[src/rtl/fadd_ieee754_reg.sv]
// Binary32 adder, round-to-nearest-even, result registered one cycle after in_valid.
// Build option: define FADD_SUBNORM_EN for gradual underflow; default flushes subnormals to zero.
module fadd_ieee754_reg (
  input  logic        clk,
  input  logic        rst_n,
  input  logic        in_valid,
  input  logic [31:0] a,
  input  logic [31:0] b,
  output logic        out_valid,
  output logic [31:0] out
);

  logic        sa, sb, a_nan, b_nan, a_inf, b_inf;
  logic [7:0]  xa, xb;
  logic [23:0] ma, mb;

  assign sa    = a[31];
  assign sb    = b[31];
  assign a_nan = (a[30:23] == 8'hFF) && (a[22:0] != 23'h0);
  assign b_nan = (b[30:23] == 8'hFF) && (b[22:0] != 23'h0);
  assign a_inf = (a[30:23] == 8'hFF) && (a[22:0] == 23'h0);
  assign b_inf = (b[30:23] == 8'hFF) && (b[22:0] == 23'h0);

`ifdef FADD_SUBNORM_EN
  assign ma = {a[30:23] != 8'h00, a[22:0]};
  assign mb = {b[30:23] != 8'h00, b[22:0]};
  assign xa = (a[30:23] == 8'h00) ? 8'd1 : a[30:23];
  assign xb = (b[30:23] == 8'h00) ? 8'd1 : b[30:23];
`else
  assign ma = (a[30:23] == 8'h00) ? 24'h0 : {1'b1, a[22:0]};
  assign mb = (b[30:23] == 8'h00) ? 24'h0 : {1'b1, b[22:0]};
  assign xa = a[30:23];
  assign xb = b[30:23];
`endif

  function automatic logic [4:0] lzc27(input logic [26:0] v);
    logic [4:0] n;
    logic       done;
    n    = 5'd0;
    done = 1'b0;
    for (int i = 26; i >= 0; i--) begin
      if (!done) begin
        if (v[i]) done = 1'b1;
        else      n = n + 5'd1;
      end
    end
    return n;
  endfunction

  logic        swap, sl, eff_sub, rnd, tiny, huge;
  logic [7:0]  xl, xs, diff, ef;
  logic [23:0] ml, ms;
  logic [49:0] wide;
  logic [26:0] al, norm, rnorm;
  logic [27:0] sum;
  logic [4:0]  lz;
  logic [9:0]  en;
  logic [30:0] packed_mag;
  logic [31:0] out_d, out_q;
  logic        out_valid_q;
`ifdef FADD_SUBNORM_EN
  logic [9:0]  sh;
  logic [53:0] wide2;
`endif

  always_comb begin
    swap = {xb, mb} > {xa, ma};
    sl   = swap ? sb : sa;
    xl   = swap ? xb : xa;
    ml   = swap ? mb : ma;
    xs   = swap ? xa : xb;
    ms   = swap ? ma : mb;
    eff_sub = sa ^ sb;
    diff = xl - xs;
    wide = {ms, 26'h0} >> diff;
    // Beyond 25 positions nothing reaches guard/round, so only stickiness survives.
    if (diff >= 8'd26) al = {26'h0, |ms};
    else               al = {wide[49:24], |wide[23:0]};
    sum = eff_sub ? ({1'b0, ml, 3'b000} - {1'b0, al})
                  : ({1'b0, ml, 3'b000} + {1'b0, al});
    lz = lzc27(sum[26:0]);
    if (sum[27]) begin
      norm = {sum[27:2], |sum[1:0]};
      en   = {2'b00, xl} + 10'd1;
    end else begin
      norm = sum[26:0] << lz;
      en   = {2'b00, xl} - {5'd0, lz};
    end
    tiny = en[9] || (en == 10'd0);
    huge = !en[9] && (en >= 10'd255);
`ifdef FADD_SUBNORM_EN
    sh    = 10'd1 - en;
    wide2 = {norm, 27'h0} >> sh[4:0];
    if (!tiny) begin
      rnorm = norm;
      ef    = en[7:0];
    end else begin
      rnorm = (sh >= 10'd27) ? {26'h0, |norm} : {wide2[53:28], |wide2[27:0]};
      ef    = 8'd0;
    end
`else
    rnorm = norm;
    ef    = en[7:0];
`endif
    rnd = rnorm[2] & (rnorm[1] | rnorm[0] | rnorm[3]);
    // Carry out of the fraction bumps the exponent field: covers renormalize and subnormal->normal.
    packed_mag = {ef, rnorm[25:3]} + {30'h0, rnd};

    if (a_nan || b_nan || (a_inf && b_inf && (sa ^ sb))) out_d = 32'h7FC0_0000;
    else if (a_inf)         out_d = {sa, 8'hFF, 23'h0};
    else if (b_inf)         out_d = {sb, 8'hFF, 23'h0};
    else if (sum == 28'h0)  out_d = {sa & sb, 31'h0};
    else if (huge)          out_d = {sl, 8'hFF, 23'h0};
`ifndef FADD_SUBNORM_EN
    else if (tiny)          out_d = {sl, 31'h0};
`endif
    else                    out_d = {sl, packed_mag};
  end

  always_ff @(posedge clk or negedge rst_n) begin
    if (!rst_n) begin
      out_q       <= 32'h0;
      out_valid_q <= 1'b0;
    end else begin
      out_valid_q <= in_valid;
      if (in_valid) out_q <= out_d;
    end
  end

  assign out       = out_q;
  assign out_valid = out_valid_q;

endmodule

[config.mk]
export PLATFORM = sky130hd
export DESIGN_NAME = fadd_ieee754_reg
export DESIGN_NICKNAME = d
export VERILOG_FILES = /design/src/rtl/fadd_ieee754_reg.sv
export SDC_FILE = /design/constraint.sdc
export NUM_CORES = 1
export LEC_CHECK = 0
export BUFFER_PORTS_ARGS = -buffer_cell sky130_fd_sc_hd__buf_2
export CAP_MARGIN = 40
export CORE_UTILIZATION = 50
export CTS_CLUSTER_DIAMETER = 200
export DETAILED_ROUTE_END_ITERATION = 6
export GPL_TIMING_DRIVEN = 0
export HOLD_SLACK_MARGIN = 0.03
export MAX_ROUTING_LAYER = met4
export PLACE_DENSITY = 0.72
export SYNTH_ARGS = -nofsm -noshare
export SYNTH_HDL_FRONTEND = slang
export SYNTH_SLANG_ARGS = --single-unit
[constraint.sdc]
create_clock -name clk -period 1.98 [get_ports clk]
set_clock_uncertainty 0.2 [all_clocks]
set_input_delay 0.099 -clock clk [delete_from_list [all_inputs] [get_ports clk]]
set_output_delay 0.099 -clock clk [all_outputs]
set_load 0.05 [all_outputs]
* Word-level counts from Yosys, hierarchy flattened
Index checks and enable logic that the tools add are counted. W data, S select, Z words.
Cells by class: multiplexer cells 121, magnitude comparators 3, shifts and indexed selects 2, bitwise operators 5, reduce and logical (&&, ||, !) cells 22, equality and inequality tests 2, add/sub/neg operators 32
Operators with widths (number):
- $mux W5 | 52
- $add A5 B1 Y5 const B | 26
- $mux W32 | 4
- $mux W24 | 4
- $mux W31 | 2
- $mux W1 | 53
- $shr A50 B8 Y50 | 1
- $reduce_or A24 Y1 | 2
- $logic_not A23 Y1 | 2
- $reduce_bool A23 Y1 | 2
- $gt A32 B32 Y1 | 1
- $add A31 B1 Y31 | 1
- $add A27 B27 Y28 | 1
- $logic_not A28 Y1 | 1
- $mux W28 | 1
- $sub A27 B27 Y28 | 1
- $mux W27 | 1
- $shl A27 B5 Y26 | 1
- $mux W26 | 1
- $eq A8 B8 Y1 const B | 2
- $logic_not A8 Y1 | 2
- $mux W8 | 2
- $ge A10 B8 Y1 const B | 1
- $logic_not A10 Y1 | 1
- 12 further kinds | 22
Storage, ports and cells: output and inout bits 33, register bits 33

* Depth between registers and ports, before layout
Gate-level depths: netlist (run 1).
depth in word-level cells 101, depth in mapped cells 144

* Worst setup path before layout (run 1)
No wires, ideal clock.
path type input to register, start point in b[27], end point reg out_q[0] (netlist: out[0]), arrival time 24.629 ns, stages on the path 134, data required time 1.639 ns, slack -22.990 ns, library setup time 0.141 ns, cells stage by stage or4_1 -> nor2_1 -> inv_1 -> clkbuf_1 -> buf_1 -> and2_1 -> ha_1 -> nor2b_1 -> o211ai_1 -> a2111oi_0 -> o41ai_1 -> buf_4 -> nand2_1 -> buf_4 -> buf_2 -> buf_1 -> buf_1 -> clkbuf_1 -> [... 98 more ...] -> inv_2 -> clkbuf_1 -> buf_1 -> ha_1 -> a21o_1 -> a21oi_1 -> o21bai_1 -> a21oi_1 -> a41oi_1 -> xor2_1 -> nor3_1 -> nor4bb_1 -> a21oi_1 -> and2_1 -> and3b_1 -> nand3_1 -> clkbuf_1 -> o22ai_1
On the way: cells in the longest elaborated chain, start to end 101
Ends and longest elaborated chain:
- start: declaration | line 8 | input logic [31:0] b,
- $logic_not A8 Y1 | line 31 | assign mb = (b[30:23] == 8'h00) ? 24'h0 : {1'b1, b[22:0]};
- $mux W24 | line 31
- $gt A32 B32 Y1 | line 67 | swap = {xb, mb} > {xa, ma};
- $mux W8, on equally long branches | line 69, 71
- $sub A8 B8 Y8 | line 74 | diff = xl - xs;
- $shr A50 B8 Y50 | line 75 | wide = {ms, 26'h0} >> diff;
- $reduce_or A24 Y1 | line 78 | else al = {wide[49:24], |wide[23:0]};
- $mux W27 | line 77 | if (diff >= 8'd26) al = {26'h0, |ms};
- [... 85 more ...]
- $and A1 B1 Y1 | line 105 | rnd = rnorm[2] & (rnorm[1] | rnorm[0] | rnorm[3]);
- $add A31 B1 Y31 | line 107 | packed_mag = {ef, rnorm[25:3]} + {30'h0, rnd};
- $mux W31 | line 115 | else if (tiny) out_d = {sl, 31'h0};
- $mux W31 | line 113 | else if (huge) out_d = {sl, 8'hFF, 23'h0};
- $mux W32 | line 112 | else if (sum == 28'h0) out_d = {sa & sb, 31'h0};
- $mux W32 | line 111 | else if (b_inf) out_d = {sb, 8'hFF, 23'h0};
- $mux W32 | line 110 | else if (a_inf) out_d = {sa, 8'hFF, 23'h0};
- $mux W32 * | line 109 | if (a_nan || b_nan || (a_inf && b_inf && (sa ^ sb))) out_d = 32'h7FC0_0000;
- end signal: assignment | line 126 | if (in_valid) out_q <= out_d;
- end: declaration | line 59 | logic [31:0] out_d, out_q;
Every way passes the cells marked *; elsewhere a longest branch is shown, timed or not. A chain may end at the register's enable or synchronous reset.

* Final worst setup path (run 1)
start point in b[30], end point reg out_q[20] (netlist: out[20])
The elaborated chain is that of the path after synthesis.

==> flow_summary.yaml, run 1 <==
status:
  status: "finished, violations left"
  violations: "design-rule violations, negative setup slack"
finish:
  multi_input_area_sq_um: 16300
  finish.utilization: 0.683
  syn2layout_area_growth_pct: 33.5
  regArea_sq_um: 826
  layout-drive-gt1-share: 0.288
  nets: 2972
  fillers: 2704
  final_cells: 3229
power_and_ir_drop:
  powerDensity_nw_per_um2: 879
  leakage_nw: 9.01
  total_power_w: 0.0191
  ir_drop_uv: 686
clocking:
  cts_tree: "yes"
  clkTransAtPathRegs_ns: 0.06
  worstSkewPairLatency_ns: 0.28
  cts-buffers-inserted: 5
  cts_root_buf: "clkbuf_16"
  numClockSinks: 33
  clock_path_buffers: 2
  h-tree-depth: 2
setup_path:
  crit_path_max_fanout: 10
  slowest_stage: "or4_4"
  cp-end-kind: "flop"
  crit_type: "primary input to flop"
  cp.required_ns: 1.92
  arrival_ns: 23.48
  slowest_delay_ns: 0.53
  start_kind: "primary input"
floorplan:
  rows: 65
  pin_count: 100
  dieHeight_microns: 182
  start_util: 0.512
  core_area_sq_um: 31800
  die_w_microns: 182
  die-area_sq_um: 33300
synth:
  async_flop_share: 1.00
  synth_area_per_cell_sq_um: 6.60
  yosys.area.top_type: "ha_1"
  ys.flop_type: "dfrtp_1"
  yosysWarnings: 0
  ys_seq_area_frac: 0.0507
  synth_cell_types: 108
  netlist_area_sq_um: 16300
  synth-edff-count: 0
  synth_seq_cells: 33
  synth.top_cell.area_share: 0.0868
  yosys-top-cells-area: "ha_1 8.7%, nand2_1 6.7%, a21oi_1 6.6%, nor2_1 5.1%, dfrtp_1 5.1%"
  synthCells: 2468
  synth_fp_nets: 2650
timing:
  maxSlewViolCount: 0
  fmax_mhz: 42.5
  fin_crit_sh: 11.9
  slew_headroom: 0.325
  setup_viol_count_final: 32
  tightestPinTransition_ns: 1.01
  min_period_ns: 23.54
  rsz0062_at_grt: "yes"
  setup_ws_ns: -21.56
  hold_violations: 0
  whs_ns: 0.0847
drt:
  via_per_inst: 6.97
  ant_nets: 0
  dr_total_vias: 22500
  wl_microns: 78900
  drt-initial-drc-count: 3121
  wl_per_cell_microns: 24.4
  route.detailed.drc: 2
  firstDrtPassIters: 7
placed_design:
  dp_cells: 3018
  gp_congestion: 1.09
  hpwl_microns: 59200
  port-buffer-count: 99
min_path:
  hold_path_class: "primary input to flop"
global_route:
  grt_pass1_wl_microns: 119000
  first_global_vias: 20800
  grt_max_degree: 34
  globalRouteOverflowTotal: 0
  antenna_found_initial: 3
  grt_usage: 0.466
flow_run:
  maxCapViolCount: 0
==> critical path: cells and delay by family <==
kind                       cells  cell delay, ns
AOI/OAI and AO/OA             46            8.07
xor gates and xnor gates       2            0.35
adders and majority gates     16            4.04
and+or+nand+nor               31            4.51
buffers and inverters         29            4.35
muxes                         10            1.95
==> per-stage QoR <==
| stage | instance area (sq um) | setup slack, ns | setup TNS, ns |
|---|---|---|---|
| floorplan | 16900 | -20.18 | -631.77 |
| global route | 21700 | -22.28 | -697.30 |
| detailed placement | 18100 | -24.49 | -768.30 |
| global placement | 18000 | -24.38 | -765.80 |
| finish | 21700 | -21.56 | -672.27 |
| CTS | 20900 | -21.04 | -657.58 |
==> flip-flops by register name (all words and copies together), names as in the netlist <==
signal,cells
out,32
out_valid,1
==> cells by family after synthesis <==
family | share of synthesized area
AOI/OAI and AO/OA | 0.329
xor gates and xnor gates | 0.0792
adders and majority gates | 0.0893
buffers and inverters | 0.0705
DFF | 0.0507
muxes | 0.0781
and+or+nand+nor | 0.303
==> power by group <==
group	total, W	internal [W]	switching, W
logic	0.0173	0.00639	0.0109
clock network	0.000762	0.000461	0.000302
registers	0.00108	0.000940	0.000143
total	0.0191	0.00779	0.0113
==> cell usage in the layout, fill, tap and decap left out, types with 27 or more instances in the layout <==
cell,instances
o211ai_1,29
a21oi_1,172
mux2i_1,52
inv_1,111
nand4_1,53
nor2_1,202
dfrtp_1,33
nand2_1,256
and3_1,39
buf_4,206
a21o_1,40
nor4_1,29
nand3_1,77
o21ai_1,31
ha_4,27
a21oi_2,36
nor3_1,67
xnor2_1,78
ha_1,82
xor2_1,31
clkbuf_1,69
o21ai_0,122
buf_2,109
a31oi_1,27
==> layout make-up <==
type                       instances  share of cell area
antenna                            3            0.000345
buffer                           143              0.0458
clock buffer                       5             0.00576
clock inverter                     3            0.000806
inverter                         137              0.0250
multi-input combinational       2143               0.751
sequential                        33              0.0380
tap                              435              0.0250
timing repair buffer             327               0.108
==> path summary, 6_finish.rpt <==
| path | slack, ns | end | cells after the start | startpoint |
|---|---|---|---|---|
| max in group asynchronous | 0.88 | out[24] | 2 | rst_n |
| setup / recovery | -21.56 | out[20] | 134 | b[30] |
| min in group asynchronous | 0.22 | out[5] | 2 | rst_n |
| hold / removal | 0.08 | out[31] | 5 | b[31] |
| setup reg to reg | 1.07 | out[23] | 1 | out[23] |
| hold reg to reg | 0.30 | out[24] | 1 | out[24] |
==> repair_timing <==
action,4_1_cts,5_1_grt
setup buffers,155,52
endpoints found under the hold margin,35,0
endpoints found under the setup margin,32,32
gates resized for setup,338,103
pin swaps,154,94
hold buffers,3,0
cloned,6,0
==> cell usage after synthesis, drive strengths merged, types with 15 or more instances <==
library cell  instances
a211oi               30
and3                 41
or4                  20
ha                  113
a31oi                33
o21ai               169
nor2b                21
clkbuf              110
nor4                 39
nand3                92
or2                  15
mux4                 21
nand2               290
a21o                 41
and2                 28
a21oi               218
o21a                 17
inv                 136
buf                  45
nand2b               22
xnor2                92
o22ai                44
o211ai               29
mux2i                65
dfrtp                33
nor2                227
nor3                 80
o21bai               19
or3                  30
nand4                55
xor2                 36
==> routing by layer <==
metal	up-vias	GRT usage	wire length, microns
li1	9863	-	-
met2	1672	0.721	34600
met3	377	0.107	9170
met4	0	0.209	4330
met1	10600	0.577	30800
met5	-	-	0
No activity file was read; power rests on OpenSTA's default activity.
==> inputs of run 2 (changes only) <==
Settings changed: CAP_MARGIN 40 to unset, CORE_MARGIN set to 1, SKIP_LAST_GASP set to 1.
==> flow_summary.yaml, run 2 (synthesis gave the netlist of run 1 again) <==
finish:
  finish.utilization: 0.684
  final_common_cell: "nand2_1"
  regArea_sq_um: 826
  layout_common_cells: "253 x nand2_1, 201 x nor2_1, 191 x buf_4"
  final_cells: 3208
  multi_input_area_sq_um: 16500
  nets: 2952
  fillers: 2690
  syn2layout_area_growth_pct: 33.5
  largest_register_ffs: 32
  layout-drive-gt1-share: 0.292
drt:
  ant_nets: 0
  dr_total_vias: 22400
  route.detailed.drc: 5
  firstDrtPassIters: 7
  wl_microns: 79100
  via_per_inst: 6.98
  drt-initial-drc-count: 2760
  wl_per_cell_microns: 24.7
global_route:
  globalRouteOverflowTotal: 0
  grt_max_degree: 34
  grt_pass1_wl_microns: 118000
  antenna_found_initial: 1
  first_global_vias: 20900
  grt_usage: 0.466
timing:
  fmax_mhz: 42.0
  rsz0062_at_grt: "yes"
  tightestPinTransition_ns: 1.51
  setup_ws_ns: -21.85
  maxSlewViolCount: 10
  hold_violations: 0
  fin_crit_sh: 12.0
  min_period_ns: 23.83
  slew_headroom: -0.0111
  setup_viol_count_final: 32
clocking:
  numClockSinks: 33
  worstSkewPairLatency_ns: 0.28
  cts-buffers-inserted: 5
  cts_root_buf: "clkbuf_16"
  h-tree-depth: 2
  clock_path_buffers: 2
  clkTransAtPathRegs_ns: 0.06
  cts_tree: "yes"
setup_path:
  cp-end-kind: "flop"
  crit_path_max_fanout: 10
  start_kind: "primary input"
  cp.required_ns: 1.95
  crit_type: "primary input to flop"
  slowest_stage: "or4_1"
  rr_worst_depth: 2
  slowest_delay_ns: 0.54
  arrival_ns: 23.79
  cp_common_cell: "a21oi_2"
power_and_ir_drop:
  leakage_nw: 8.93
  ir_drop_uv: 701
  powerDensity_nw_per_um2: 872
floorplan:
  die_w_microns: 182
  rows: 65
  dieHeight_microns: 182
  pin_count: 100
  core_area_sq_um: 31800
  die-area_sq_um: 33300
  start_util: 0.512
flow_run:
  maxCapViolCount: 1
status:
  violations: "design-rule violations, max-capacitance violations, max-slew violations, negative setup slack"
  status: "finished, violations left"
placed_design:
  port-buffer-count: 99
  gp_congestion: 1.09
  hpwl_microns: 59100
  dp_cells: 3002
min_path:
  min_path_cells: 5
  hold_path_class: "primary input to flop"
[run 2: cell count changes in the layout (fill, tap and decap cells not counted), moves of 4 or more]
cell and delta:
buf_4 -15, buf_2 -7, buf_8 +6, o22ai_1 -6, o21ai_1 -5, o22ai_2 +5, mux2i_2 +4
[run 2: metal layers]
metal,vias up,wire (microns),track usage
met2,1689,34100,0.718
met3,405,9350,0.112
li1,9844,-,-
met5,-,0,-
met1,10400,30800,0.569
met4,0,4820,0.224
[run 2: metrics by stage]
stage	cell area, sq um	worst slack [ns]	hold WS [ns]	TNS [ns]	power [W]
2_1_floorplan	16900	-20.18	-0.397	-631.77	0.0107
3_3_place_gp	18000	-24.38	-0.0280	-765.80	0.0142
3_5_place_dp	18000	-24.67	-0.00809	-773.72	0.0143
4_1_cts	20700	-21.07	0.0623	-660.41	0.0172
5_1_grt	21700	-22.54	0.136	-706.76	0.0197
6_report	21700	-21.85	0.0678	-684.02	0.0190
[run 2: path summary, 6_finish.rpt]
check | endpoint | from | slack [ns]
max | out[22] | a[28] | -21.85
max reg2reg | out[0] | out[0] | 1.09
max in group asynchronous | out[22] | rst_n | 0.86
min | out[31] | b[31] | 0.07
min reg2reg | out[24] | out[24] | 0.31
min in group asynchronous | out[2] | rst_n | 0.23
[run 2: critical path, delay by kind of cell]
family                   cells  cell delay, ns
multiplexers                11            1.99
buffers and inverters       26            3.71
XOR/XNOR                     6            1.16
AO/OA/AOI/OAI               43            8.25
AND/OR/NAND/NOR             32            4.72
adder cells (fa/ha/maj)     16            3.79
[run 2: power breakdown]
group	leakage, nW	switching, W	internal, W	total, W
Combinational	8.46	0.0109	0.00627	0.0171
Clock	0.0696	0.000302	0.000461	0.000763
Sequential	0.400	0.000140	0.000940	0.00108
Total	8.93	0.0113	0.00767	0.0190
[run 2: area by class of cell]
cell class | count | share of cell area
inverters | 137 | 0.0251
repair buffers | 307 | 0.103
flip-flops and latches | 33 | 0.0380
plain buffers | 143 | 0.0453
diodes | 2 | 0.000230
well taps | 435 | 0.0250
multi-input cells | 2143 | 0.757
clock inverters | 3 | 0.000806
clock buffers | 5 | 0.00575
[run 2: repair_timing]
action	in CTS	in global routing
cloned	5	1
hold endpoints to repair	35	0
buffers inserted	146	54
gates resized for setup	330	135
hold buffers	3	0
pin swaps	158	125
endpoints found under the setup margin	32	32
